## src/rtl/knn_kbest_if.sv

```systemverilog
// Streaming (distance, label) input channel into the K-best selector.
// The master side owns start/in_* and the selector returns in_ready.
interface knn_kbest_if #(
    parameter int unsigned DATA_W  = 32,
    parameter int unsigned LABEL_W = 8
);
    logic               start;
    logic               in_valid;
    logic               in_ready;
    logic [DATA_W-1:0]  in_dist;
    logic [LABEL_W-1:0] in_label;
    logic               in_last;

    modport master (output start, in_valid, in_dist, in_label, in_last,
                    input  in_ready);
    modport slave  (input  start, in_valid, in_dist, in_label, in_last,
                    output in_ready);
endinterface

```

## src/rtl/knn_kbest.sv

```systemverilog
// Keeps the K smallest distances of a query sorted and, with KNN_VOTE_EN
// defined, runs a sequential majority vote over the kept labels.
module knn_kbest #(
    parameter  int unsigned DATA_W  = 32,
    parameter  int unsigned LABEL_W = 8,
    parameter  int unsigned K       = 4,
    localparam int unsigned IDX_W   = $clog2(K),
    localparam int unsigned CNT_W   = $clog2(K + 1)
) (
    input  logic               clk,
    input  logic               rst_n,
    knn_kbest_if.slave         in_if,
    input  logic [IDX_W-1:0]   rd_sel,
    output logic [DATA_W-1:0]  rd_dist,
    output logic [LABEL_W-1:0] rd_label,
    output logic               rd_valid,
    output logic [CNT_W-1:0]   n_valid,
    output logic               done,
    output logic [LABEL_W-1:0] result_label
);

    typedef enum logic [1:0] {IDLE, ACCEPT, VOTE} state_e;

    state_e             state_q, state_d;
    logic [DATA_W-1:0]  dist_q  [K];
    logic [DATA_W-1:0]  dist_d  [K];
    logic [LABEL_W-1:0] label_q [K];
    logic [LABEL_W-1:0] label_d [K];
    logic [K-1:0]       valid_q, valid_d;
    logic [CNT_W-1:0]   n_valid_q, n_valid_d;
    logic               in_ready_q, in_ready_d;
    logic               done_q, done_d;
    logic [K-1:0]       le;
    logic               accept;

`ifdef KNN_VOTE_EN
    logic [IDX_W-1:0]   vidx_q, vidx_d;
    logic [CNT_W-1:0]   best_cnt_q, best_cnt_d;
    logic [LABEL_W-1:0] best_label_q, best_label_d;
    logic [LABEL_W-1:0] result_q, result_d;
    logic [CNT_W-1:0]   vote_cnt;
    logic [CNT_W-1:0]   bc;
    logic [LABEL_W-1:0] bl;
`else
    logic               pend_q, pend_d;
`endif

    // le is a prefix mask because the list is sorted; its popcount is the insert position.
    always_comb begin
        for (int j = 0; j < K; j++) begin
            le[j] = valid_q[j] && (dist_q[j] <= in_if.in_dist);
        end
    end

    assign accept = in_if.in_valid && in_ready_q && !in_if.start;

`ifdef KNN_VOTE_EN
    // Occurrences of the label under the vote cursor among the valid entries.
    always_comb begin
        vote_cnt = '0;
        for (int j = 0; j < K; j++) begin
            vote_cnt = vote_cnt + CNT_W'(valid_q[j] && (label_q[j] == label_q[vidx_q]));
        end
    end
`endif

    always_comb begin
        state_d    = state_q;
        dist_d     = dist_q;
        label_d    = label_q;
        valid_d    = valid_q;
        n_valid_d  = n_valid_q;
        in_ready_d = in_ready_q;
        done_d     = 1'b0;
`ifdef KNN_VOTE_EN
        vidx_d       = vidx_q;
        best_cnt_d   = best_cnt_q;
        best_label_d = best_label_q;
        result_d     = result_q;
        bc           = best_cnt_q;
        bl           = best_label_q;
`else
        pend_d       = 1'b0;
        if (pend_q) begin
            done_d = 1'b1;
        end
`endif

        case (state_q)
            ACCEPT: begin
                if (accept) begin
                    if (!le[0]) begin
                        dist_d[0]  = in_if.in_dist;
                        label_d[0] = in_if.in_label;
                        valid_d[0] = 1'b1;
                    end
                    for (int j = 1; j < K; j++) begin
                        if (!le[j]) begin
                            if (le[j-1]) begin
                                dist_d[j]  = in_if.in_dist;
                                label_d[j] = in_if.in_label;
                                valid_d[j] = 1'b1;
                            end else begin
                                dist_d[j]  = dist_q[j-1];
                                label_d[j] = label_q[j-1];
                                valid_d[j] = valid_q[j-1];
                            end
                        end
                    end
                    if (!le[K-1] && (n_valid_q != CNT_W'(K))) begin
                        n_valid_d = n_valid_q + CNT_W'(1);
                    end
                    if (in_if.in_last) begin
                        in_ready_d = 1'b0;
`ifdef KNN_VOTE_EN
                        state_d      = VOTE;
                        vidx_d       = '0;
                        best_cnt_d   = '0;
                        best_label_d = '0;
`else
                        state_d      = IDLE;
                        pend_d       = 1'b1;
`endif
                    end
                end
            end
`ifdef KNN_VOTE_EN
            VOTE: begin
                // Strictly-greater update keeps ties on the nearer entry.
                if (valid_q[vidx_q] && (vote_cnt > best_cnt_q)) begin
                    bc = vote_cnt;
                    bl = label_q[vidx_q];
                end
                best_cnt_d   = bc;
                best_label_d = bl;
                if (vidx_q == IDX_W'(K - 1)) begin
                    result_d = bl;
                    done_d   = 1'b1;
                    state_d  = IDLE;
                end else begin
                    vidx_d = vidx_q + IDX_W'(1);
                end
            end
`endif
            default: ;
        endcase

        // start overrides everything, including an in-flight pair or vote.
        if (in_if.start) begin
            state_d    = ACCEPT;
            in_ready_d = 1'b1;
            done_d     = 1'b0;
            valid_d    = '0;
            n_valid_d  = '0;
            for (int j = 0; j < K; j++) begin
                dist_d[j]  = '0;
                label_d[j] = '0;
            end
`ifdef KNN_VOTE_EN
            result_d = '0;
`else
            pend_d   = 1'b0;
`endif
        end
    end

    always_ff @(posedge clk or negedge rst_n) begin
        if (!rst_n) begin
            state_q    <= IDLE;
            valid_q    <= '0;
            n_valid_q  <= '0;
            in_ready_q <= 1'b0;
            done_q     <= 1'b0;
            for (int j = 0; j < K; j++) begin
                dist_q[j]  <= '0;
                label_q[j] <= '0;
            end
`ifdef KNN_VOTE_EN
            vidx_q       <= '0;
            best_cnt_q   <= '0;
            best_label_q <= '0;
            result_q     <= '0;
`else
            pend_q       <= 1'b0;
`endif
        end else begin
            state_q    <= state_d;
            valid_q    <= valid_d;
            n_valid_q  <= n_valid_d;
            in_ready_q <= in_ready_d;
            done_q     <= done_d;
            for (int j = 0; j < K; j++) begin
                dist_q[j]  <= dist_d[j];
                label_q[j] <= label_d[j];
            end
`ifdef KNN_VOTE_EN
            vidx_q       <= vidx_d;
            best_cnt_q   <= best_cnt_d;
            best_label_q <= best_label_d;
            result_q     <= result_d;
`else
            pend_q       <= pend_d;
`endif
        end
    end

    logic sel_ok;
    assign sel_ok = ({1'b0, rd_sel} < (IDX_W + 1)'(K));

    assign in_if.in_ready = in_ready_q;
    assign rd_valid       = sel_ok ? valid_q[rd_sel] : 1'b0;
    assign rd_dist        = sel_ok ? dist_q[rd_sel]  : '0;
    assign rd_label       = sel_ok ? label_q[rd_sel] : '0;
    assign n_valid        = n_valid_q;
    assign done           = done_q;
`ifdef KNN_VOTE_EN
    assign result_label   = result_q;
`else
    assign result_label   = '0;
`endif

endmodule

```

## src/flat_wrapper.sv

```systemverilog
// flat-port wrapper written by rule: the top's interface ports become plain ports
module knn_kbest_flat 
#(
    parameter  int unsigned DATA_W  = 32,
    parameter  int unsigned LABEL_W = 8,
    parameter  int unsigned K       = 4,
    localparam int unsigned IDX_W   = $clog2(K),
    localparam int unsigned CNT_W   = $clog2(K + 1)
)
  (clk, rst_n, rd_sel, rd_dist, rd_label, rd_valid, n_valid, done, result_label, in_if_start, in_if_in_valid, in_if_in_dist, in_if_in_label, in_if_in_last, in_if_in_ready);
  knn_kbest_if #(.DATA_W(DATA_W), .LABEL_W(LABEL_W)) in_if_i ();
  input  logic clk;
  input  logic rst_n;
  input  logic [IDX_W-1:0] rd_sel;
  output logic [DATA_W-1:0] rd_dist;
  output logic [LABEL_W-1:0] rd_label;
  output logic rd_valid;
  output logic [CNT_W-1:0] n_valid;
  output logic done;
  output logic [LABEL_W-1:0] result_label;
  input wire logic [$bits(in_if_i.start)-1:0] in_if_start;
  input wire logic [$bits(in_if_i.in_valid)-1:0] in_if_in_valid;
  input wire logic [$bits(in_if_i.in_dist)-1:0] in_if_in_dist;
  input wire logic [$bits(in_if_i.in_label)-1:0] in_if_in_label;
  input wire logic [$bits(in_if_i.in_last)-1:0] in_if_in_last;
  output wire logic [$bits(in_if_i.in_ready)-1:0] in_if_in_ready;
  assign in_if_i.start = in_if_start;
  assign in_if_i.in_valid = in_if_in_valid;
  assign in_if_i.in_dist = in_if_in_dist;
  assign in_if_i.in_label = in_if_in_label;
  assign in_if_i.in_last = in_if_in_last;
  assign in_if_in_ready = in_if_i.in_ready;
  knn_kbest #(.DATA_W(DATA_W), .LABEL_W(LABEL_W), .K(K)) u_core (.clk(clk), .rst_n(rst_n), .in_if(in_if_i), .rd_sel(rd_sel), .rd_dist(rd_dist), .rd_label(rd_label), .rd_valid(rd_valid), .n_valid(n_valid), .done(done), .result_label(result_label));
endmodule
```

## config.mk

```make
export PLATFORM = sky130hd
export DESIGN_NAME = knn_kbest_flat
export DESIGN_NICKNAME = d
export VERILOG_FILES = /design/src/rtl/knn_kbest_if.sv /design/src/rtl/knn_kbest.sv /design/src/flat_wrapper.sv
export SDC_FILE = /design/constraint.sdc
export NUM_CORES = 1
export LEC_CHECK = 0
export CAP_MARGIN = 20
export CELL_PAD_IN_SITES_DETAIL_PLACEMENT = 1
export CELL_PAD_IN_SITES_GLOBAL_PLACEMENT = 1
export CORE_UTILIZATION = 35
export DETAILED_ROUTE_END_ITERATION = 10
export PLACE_DENSITY = 0.72
export SLEW_MARGIN = 10
export SYNTH_ARGS = -nofsm -noshare
export SYNTH_HDL_FRONTEND = slang
export SYNTH_SLANG_ARGS = --single-unit
```

## constraint.sdc

```tcl
create_clock -name clk -period 2.9 [get_ports clk]
set_clock_uncertainty 0.2 [all_clocks]
set_input_delay 0.58 -clock clk [delete_from_list [all_inputs] [get_ports clk]]
set_output_delay 0.58 -clock clk [all_outputs]
set_load 0.02 [all_outputs]
```

==> reports/metrics.yaml <==
num-fill-cells: 3258
vias: 12400
dr.first_iter.drc_count: 1336
fp.dieH_um: 184
r2r_slack_ns: -0.72
crit_chain: "ha_4, nand4_1, or4_4, nor3_4, nand3_2, o31ai_4, buf_6, buf_12, mux2i_1, o2bb2ai_1"
cts.path.max_buffers: 2
final_cell_mix: "buf_4 (214), dfrtp_1 (164), mux2i_1 (127)"
netlist_area_um2: 11500
setup_ws_ns: -0.718
port_buffers: 92
relSlewSlack_pct: 38.4
cts_tree: "yes"
crit_path_end: "u_core.dist_q[79]$_DFFE_PN0P_"
maxCapViolCount: 0
rr_startpoint: "u_core.dist_q[122]$_DFFE_PN0P_"
worstSetupEndpointType: "flop"
synthArstFlopShare_pct: 100
timing.final.crit_share_pct: 125
fp.dieW_um: 184
grt_overflow: 0
max_stage_delay_ns: 0.63
place.gp.congestion: 0.875
critPathTopFamily: "simple AND/OR/NAND/NOR gates"
ys_seq_elements: 170
grt_max_degree: 55
hpwl_um: 29400
power_density_nw_per_um2: 429
rows: 66
synth_edf_count: 0
clkTransAtPathRegs_ns: 0.10
crit_type: "flop to flop"
drive_above_1_share_pct: 44.5
fin_cells: 1865
hold_path.class: "input pin to flop"
ys_seq_area_share_pct: 36.8
nets: 1586
avgSynthCellArea_um2: 11.0
max_freq_mhz: 276
area_delta_synth_final_pct: 59.5
worst-path-stages: 10
synth.distinct_cells: 50
worstRegToRegCells: 10
crit_slowest_cell: "or4_4"
rsz0062_at_grt: "yes"
core_area_um2: 32500
final_common_cell: "buf_4"
clkSinkCount: 170
dpl.cell_count: 1734
path_buf_inv: 2
synth_top_cells_by_area: "dfrtp_1 (37%), ha_1 (14%), mux2i_1 (14%), mux4_2 (8.0%), o2bb2ai_1 (3.7%)"
grt_pass1_wl_um: 84900
start_kind: "flop"
outcome: "finished, violations left"
syn_inst: 1049
wire_per_inst_um: 34.8
drt_wl_total_um: 64900
antenna_found_initial: 0
post-place-ws_ns: -1.12
cts_buffers: 17
cts_root_buffer: "clkbuf_16"
finalHoldViolCount: 0
synth_top_area_share_pct: 36.8
track_usage_pct: 34.3
rr_endpoint: "u_core.dist_q[79]$_DFFE_PN0P_"
via_per_inst: 6.66
num_io_pins: 101
worstPathArrival_ns: 3.76
violations: "setup timing"
dr.pass1.iters: 8
dieArea_um2: 33700
layout_min_cycle_time_ns: 3.62
cp-startpoint: "u_core.dist_q[122]$_DFFE_PN0P_"
tightest_slew_ns: 0.921
irDropWorstVdd_mv: 0.425
yosys.area.top_type: "dfrtp_1"
start_util_pct: 35.5
worstPathMaxFanout: 6
cp.required_ns: 3.04
finalMaxSlewViolations: 0
tns_ns: -64.98
ys_warn_count: 0
ant_nets: 0
setup_viol: 170
grt_pass1_vias: 13100
clock_latency_ns: 0.49
leakagePower_uw: 0.00849
route.detailed.drc: 0
h-tree-depth: 4
ys.flop_type: "dfrtp_1"
## area by class of cell
type | instances | area, µm² | area share, %
clock buffers | 18 | 439 | 2.38
multi-input cells | 741 | 8460 | 45.9
inverters | 81 | 319 | 1.73
flip-flops and latches | 170 | 4260 | 23.1
well taps | 442 | 553 | 3.00
clock inverters | 14 | 178 | 0.965
diodes | 1 | 2.50 | 0.0136
repair buffers | 398 | 4210 | 22.8
## worst register-to-register path, stage by stage (launching register included)
cell,delay [ns]
dfrtp_1,0.44
ha_4,0.31
nand4_1,0.30
or4_4,0.63
nor3_4,0.29
nand3_2,0.15
o31ai_4,0.11
buf_6,0.19
buf_12,0.15
mux2i_1,0.55
o2bb2ai_1,0.17
## worst min path at each step
stage	start	endpoint	cells after the start
2_1_floorplan	rst_n	u_core.dist_q[0]$_DFFE_PN0P_	0
3_3_place_gp	u_core.label_q[6]$_DFFE_PN0P_	u_core.label_q[6]$_DFFE_PN0P_	1
3_5_place_dp	u_core.label_q[7]$_DFFE_PN0P_	u_core.label_q[7]$_DFFE_PN0P_	1
4_1_cts	in_if_in_dist[25]	u_core.dist_q[121]$_DFFE_PN0P_	3
5_1_grt	in_if_in_dist[25]	u_core.dist_q[121]$_DFFE_PN0P_	3
6_report	in_if_in_dist[25]	u_core.dist_q[121]$_DFFE_PN0P_	3
## where the power goes
part,total [µW],leakage (µW),switching [µW],internal [µW]
sequential,2650,0.00232,162,2480
clock,2620,0.000296,1280,1330
combinational,2630,0.00588,1390,1240
## cell usage after synthesis (6+ instances only)
cell type  instances
dfrtp_1          170
o2bb2ai_1         49
mux4_2            41
nor3_1             7
a21oi_1           53
clkbuf_1          23
nand2_1           30
nand4_1           27
a21o_1             8
nor2b_1            6
o22ai_1           42
mux2i_1          160
buf_1              8
buf_2             21
buf_4              8
a22o_1            33
nand3_1           17
ha_1             130
o21ai_0           17
inv_1             81
nor2_1            55
## sequential cells by signal (all words and copies together), names as in the netlist
register	flops
u_core.dist_q	128
u_core.done	1
u_core.in_if.in_ready	1
u_core.label_q	32
u_core.n_valid	3
u_core.pend_q	1
u_core.valid_q	4
## per-layer routing
layer	routed length (µm)	global-route usage (%)	share of wire, %
met1	23500	40.5	36
met2	29600	55.6	46
met3	6300	7.67	9.7
met4	5520	23.2	8.5
met5	0	0	0
## logic make-up (layout without fill, tap and decap cells)
kind of cell               Yosys count  after routing  share of synthesized area (%)
other                                1              9                         0.0325
adders and majority gates          130            130                           14.1
DFF                                170            170                           36.8
AOI/OAI and AO/OA                  238            238                           14.8
muxes                              201            201                           21.9
buffers and inverters              145            511                           5.46
and+or+nand+nor                    164            164                           6.93
## per-stage QoR
stage | power, µW | area [µm²] | hold WS [ns] | utilization, %
after CTS | 7280 | 17400 | 0.203 | 53.6
after global routing | 8040 | 18400 | 0.202 | 56.6
after global placement | 4340 | 14700 | 0.267 | 45.3
after detailed placement | 4400 | 14700 | 0.276 | 45.3
final | 7900 | 18400 | 0.184 | 56.6
after floorplan | 3500 | 11600 | 0.0844 | -
## what timing repair did
item | 4_1_cts | 5_1_grt
cloned | 23 | 2
buffers inserted | 50 | 40
hold endpoints to repair | 51 | 0
endpoints found under the setup margin | 184 | 183
gates resized for setup | 269 | 187
hold buffers | 1 | 0
pin swaps | 81 | 63
Note: power is estimated with default switching activity, not from simulation.
